===== config.mk =====
export PLATFORM = sky130hd
export DESIGN_NAME = kyber_mont_convert
export DESIGN_NICKNAME = d
export VERILOG_FILES = /design/src/rtl/kyber_pkg.sv /design/src/rtl/kyber_mont_reduce_comb.sv /design/src/rtl/kyber_mont_convert.sv
export SDC_FILE = /design/constraint.sdc
export NUM_CORES = 1
export LEC_CHECK = 0
export ABC_AREA = 1
export ABC_CLOCK_PERIOD_IN_PS = 6750
export BUFFER_PORTS_ARGS = -buffer_cell sky130_fd_sc_hd__buf_2
export CAP_MARGIN = 25
export CORE_MARGIN = 1.5
export CORE_UTILIZATION = 64
export CTS_BUF_LIST = sky130_fd_sc_hd__clkbuf_16
export CTS_CLUSTER_DIAMETER = 200
export DETAILED_ROUTE_END_ITERATION = 6
export PLACE_DENSITY_LB_ADDON = 0.08
export SYNTH_ARGS = -nofsm -noshare
export SYNTH_HDL_FRONTEND = slang
export SYNTH_SLANG_ARGS = --single-unit

===== constraint.sdc =====
create_clock -name clk_i -period 6.75 [get_ports clk_i]
set_clock_uncertainty 0.05 [all_clocks]
set_input_delay 0.3375 -clock clk_i [delete_from_list [all_inputs] [get_ports clk_i]]
set_output_delay 0.3375 -clock clk_i [all_outputs]
set_load 0.05 [all_outputs]

===== src/rtl/kyber_pkg.sv =====
// Shared Kyber constants, coefficient type and conversion-mode encoding.
package kyber_pkg;

  localparam int KYBER_Q    = 3329;
  localparam int KYBER_QINV = -3327;  // q^-1 mod 2^16, signed form (0xF301)
  localparam int MONT_R2    = 1353;   // R^2 mod q, so mont_reduce(a*R2) = a*R mod q
  localparam int MONT_RINV  = 169;    // R^-1 mod q

  typedef logic signed [15:0] coef_t;

  typedef enum logic {
    TO_MONT   = 1'b0,
    FROM_MONT = 1'b1
  } mont_mode_e;

  // Sign-extend a coefficient to the 32-bit product width.
  function automatic logic signed [31:0] sext32(input coef_t a);
    return {{16{a[15]}}, a};
  endfunction

endpackage


===== src/rtl/kyber_mont_reduce_comb.sv =====
// Combinational Montgomery-reduction math, split at the t register:
//   t_next = low16(p * QINV) from the S1 product (shift/add form),
//   d      = p - sext32(t) * q from the registered S2 product and t.
// The low 16 bits of d are zero for every legal p; the caller keeps d[31:16].
module kyber_mont_reduce_comb
  import kyber_pkg::*;
(
  input  logic [15:0] p_lo,    // low half of the S1 product
  input  logic [31:0] p,       // S2 product
  input  coef_t       t,       // registered S2 low product
  output coef_t       t_next,
  output logic [31:0] d
);

  logic [31:0] t_ext;
  logic [31:0] tq;

  // QINV = -3327 = 1 - 2^11 - 2^10 - 2^8; only the low 16 bits matter.
  assign t_next = p_lo - (p_lo << 11) - (p_lo << 10) - (p_lo << 8);

  // q = 3329 = 2^11 + 2^10 + 2^8 + 1.
  assign t_ext = sext32(t);
  assign tq    = (t_ext << 11) + (t_ext << 10) + (t_ext << 8) + t_ext;
  assign d     = p - tq;

endmodule


===== src/rtl/kyber_mont_convert.sv =====
// Streaming normal <-> Montgomery domain converter for Kyber coefficients.
// Three register stages: S1 product, S2 product + low product t, S3 output.
// Counts output handshakes per polynomial and flags the last coefficient.
module kyber_mont_convert
  import kyber_pkg::*;
#(
  parameter int COEF_W = 16,   // only 16 is supported
  parameter int N_COEF = 256,
  parameter int CANON  = 1
) (
  input  logic              clk_i,
  input  logic              rstn_i,
  input  logic              in_valid_i,
  output logic              in_ready_o,
  input  logic [COEF_W-1:0] in_coef_i,
  input  logic              in_mode_i,
  output logic              out_valid_o,
  input  logic              out_ready_i,
  output logic [COEF_W-1:0] out_coef_o,
  output logic              out_last_o,
  output logic              busy_o
);

  // Handshake: a beat moves on an edge where valid && ready. The whole pipe
  // advances together when the output register is empty or being drained
  // (adv); otherwise every stage holds, so in_ready_o = adv and the output
  // beat stays stable until the downstream accepts it.

  localparam logic signed [31:0] R2_W = MONT_R2;

  logic               adv;
  logic signed [31:0] a_ext;
  logic        [31:0] p_next;

  logic               s1_valid;
  logic        [31:0] s1_p;
  logic               s2_valid;
  logic        [31:0] s2_p;
  coef_t              s2_t;

  coef_t              t_next;
  logic        [31:0] d;
  coef_t              r_raw;
  coef_t              r_fold;

  logic        [7:0]  cnt;
  logic               last_beat;

  assign adv        = !out_valid_o || out_ready_i;
  assign in_ready_o = adv;
  assign busy_o     = s1_valid || s2_valid || out_valid_o;

  // Mode is consumed here: it selects the S1 product, so later stages need
  // nothing but p and t, and neighbouring beats may use different modes.
  assign a_ext  = sext32(coef_t'(in_coef_i));
  assign p_next = (mont_mode_e'(in_mode_i) == FROM_MONT) ? a_ext : a_ext * R2_W;

  kyber_mont_reduce_comb u_reduce (
    .p_lo   (s1_p[15:0]),
    .p      (s2_p),
    .t      (s2_t),
    .t_next (t_next),
    .d      (d)
  );

  // Raw result lies in (-q, q); optionally fold negatives into [0, q).
  assign r_raw  = d[31:16];
  assign r_fold = (CANON != 0 && r_raw[15]) ? r_raw + coef_t'(KYBER_Q) : r_raw;

  // Stage registers; everything moves together on adv.
  always_ff @(posedge clk_i or negedge rstn_i) begin
    if (!rstn_i) begin
      s1_valid    <= 1'b0;
      s1_p        <= '0;
      s2_valid    <= 1'b0;
      s2_p        <= '0;
      s2_t        <= '0;
      out_valid_o <= 1'b0;
      out_coef_o  <= '0;
    end else if (adv) begin
      s1_valid    <= in_valid_i;
      s1_p        <= p_next;
      s2_valid    <= s1_valid;
      s2_p        <= s1_p;
      s2_t        <= t_next;
      out_valid_o <= s2_valid;
      if (s2_valid) begin
        out_coef_o <= r_fold;
      end
    end
  end

  // Output-handshake counter; wraps after the last beat of a polynomial.
  assign last_beat  = (cnt == 8'(N_COEF - 1));
  assign out_last_o = last_beat && out_valid_o;

  always_ff @(posedge clk_i or negedge rstn_i) begin
    if (!rstn_i) begin
      cnt <= '0;
    end else if (out_valid_o && out_ready_i) begin
      cnt <= last_beat ? 8'd0 : cnt + 8'd1;
    end
  end

  // Montgomery invariant: the subtraction clears the low half exactly.
  assert property (@(posedge clk_i) disable iff (!rstn_i)
                   s2_valid |-> (d[15:0] == 16'h0000));

endmodule

==> impl_metrics.json <==
{
  "ys_seq_elements": 95,
  "finalSetupTns_ps": 0,
  "rsz0062_at_grt": "no",
  "dr.first_iter.drc_count": 690,
  "reg2reg_to": "out_coef_o[15]",
  "tightest_slew_ps": 959.8,
  "nets": 1835,
  "setup.worst_path.end": "out_coef_o[15]",
  "core_area_um2": 17360,
  "clk_transition_reported_paths_ps": 80,
  "synth_area_leader_cell": "dfrtp_1",
  "min_from": "in_valid_i",
  "fin_cells": 1803,
  "crit_buf_inv": 3,
  "reg2reg_slack_ps": 1160,
  "reg2reg_depth": 29,
  "postCtsHoldBufs": 1,
  "nFillCells": 1491,
  "ys_warn_count": 0,
  "synth_cells": 1539,
  "num_rows": 48,
  "drive_gt1_share_pct": 7.478,
  "initial_core_util_pct": 65.94,
  "synth_edf_count": 0,
  "vias_per_cell": 5.499,
  "fin_ws_ps": 1161,
  "required_ps": 6950,
  "die_y_um": 136.7,
  "grt_max_degree": 76,
  "final_hold_viol_count": 0,
  "grt_pass1_wl_um": 45660,
  "port_buffers": 40,
  "vias": 9915,
  "maxCapViolations": 0,
  "synthArstFlopShare_pct": 100.0,
  "place.gp.congestion": 0.9911,
  "slew_headroom_pct": 36.02,
  "netlist.area_leader.share_pct": 20.77,
  "yosysSeqAreaShare_pct": 20.77,
  "ant_nets": 0,
  "final_area_um2": 12200,
  "clkSinkCount": 95,
  "dpl.cell_count": 1786,
  "path_max_fanout": 5,
  "netlist_top_cells_count": "nand2_1, inv_1, ha_1",
  "syn-num-nets": 1801,
  "antenna_cells": 0,
  "cp_top_family": "adder cells",
  "wl_per_cell_um": 15.66,
  "multi_input_area_um2": 7818,
  "antenna_found_initial": 0,
  "path_class": "reg2reg",
  "fmaxAchievable_mhz": 178.9,
  "seqCellArea_um2": 2377,
  "cts_root_buffer": "clkbuf_16",
  "overflow": 0,
  "netlist_area_um2": 11440,
  "hold_path.class": "in2reg",
  "dieArea_um2": 18690,
  "worstSetupStartpoint": "s2_p[0]",
  "crit_cells": 29,
  "post-route-period-util_pct": 82.80,
  "place_ws_ps": 1336,
  "synth.area.top_cells": "dfrtp_1, ha_1, fa_1",
  "cpPeakStageDelay_ps": 540,
  "crit_top_cell": "nand2_1",
  "maxSlewViolCount": 0,
  "status": "completed",
  "drc_errors": 0,
  "start_kind": "flip-flop",
  "crit_path_end_kind": "flip-flop",
  "htreeDepth": 3,
  "hpwl_um": 23220,
  "cts_max_path_buffers": 2,
  "io_pins": 41,
  "syn_avg_cell_area_um2": 7.436,
  "grt_pass1_vias": 9507,
  "dr.pass1.iters": 6,
  "clk_latency_ps": 360,
  "ys_types": 48,
  "setup_violations": 0,
  "synth_ff_type": "dfrtp_1",
  "placed_area_um2": 11870,
  "numCtsBuffers": 9,
  "worstPathArrival_ps": 5790,
  "yosysMostFrequentCell": "nand2_1",
  "wl_um": 28230,
  "r2r_start": "s2_p[0]",
  "area_delta_synth_final_pct": 6.626,
  "die_width_um": 136.7,
  "cts_setup_buffers": 0,
  "grt_usage_pct": 31.87,
  "cts_resized": 0,
  "finalCriticalPeriod_ps": 5589,
  "slowest_stage": "fa_1",
  "cts_tree": "built"
}
[layer usage]
metal / global-route usage, % / up-vias / part of all wire, %
li1: - / 4940 / -
met1: 40.61 / 4653 / 44
met2: 54.86 / 249 / 48
met3: 3.630 / 73 / 3.8
met4: 13.53 / 0 / 4.0
met5: 0 / - / 0
[worst min path at each step]
| stage | end | depth (start not counted) |
|---|---|---|
| after detailed placement | s1_p[14] | 1 |
| after global placement | s1_p[14] | 1 |
| after CTS | s1_valid | 3 |
| final | s1_valid | 3 |
| after floorplan | cnt[0] | 0 |
| after global routing | s1_valid | 3 |
[flip-flops by register name (all words and copies together) (netlist names)]
signal	count
cnt	8
out_coef_o	16
out_valid_o	1
s1_p	28
s1_valid	1
s2_p	28
s2_t	12
s2_valid	1
[logic make-up (layout without fill, tap and decap cells)]
group | count (synthesis) | in the layout | synth area share [%]
AND/OR/NAND/NOR | 614 | 614 | 23.03
buffers and inverters | 331 | 370 | 10.99
adder cells (fa/ha/maj) | 241 | 241 | 31.66
XOR/XNOR | 38 | 38 | 2.908
flip-flops | 95 | 95 | 20.77
AO/OA/AOI/OAI | 220 | 220 | 10.64
[layout by cell type, fill, tap and decap left out, drive strengths merged, types with 14 or more instances in the layout]
cell,synthesis,final
xor2,22,22
ha,160,160
nand3,72,72
buf,7,44
nor2,98,98
xnor2,16,16
o21ai,81,81
fa,81,81
a21oi,92,92
nand2,401,401
inv,307,311
dfrtp,95,95
nor3,14,14
nand4,14,14
[worst register-to-register path: cells and delay by family (launching register included)]
| kind | cells | cell delay, ps |
|---|---|---|
| AOI/OAI and AO/OA | 6 | 1230 |
| DFF | 1 | 380 |
| buffers and inverters | 3 | 230 |
| and+or+nand+nor | 15 | 1500 |
| adders and majority gates | 4 | 1930 |
| xor gates and xnor gates | 1 | 170 |
[cell type report]
type,count,share of cell area [%]
clock buffer,9,1.846
multi-input combinational,1113,64.06
tap,225,2.307
clock inverter,7,0.7895
timing repair buffer,45,1.989
inverter,309,9.525
sequential,95,19.48
[metrics by stage]
| stage | utilization [%] | hold slack [ps] |
|---|---|---|
| 2_1_floorplan | - | -8.091 |
| 3_3_place_gp | 68.40 | 184.2 |
| 4_1_cts | 70.31 | 127.5 |
| 3_5_place_dp | 68.40 | 190.2 |
| 5_1_grt | 70.31 | 145.2 |
| 6_report | 70.31 | 129.7 |
Power is not shown: default switching activity piles up to over one toggle a cycle in this logic, so the estimate is an artifact.
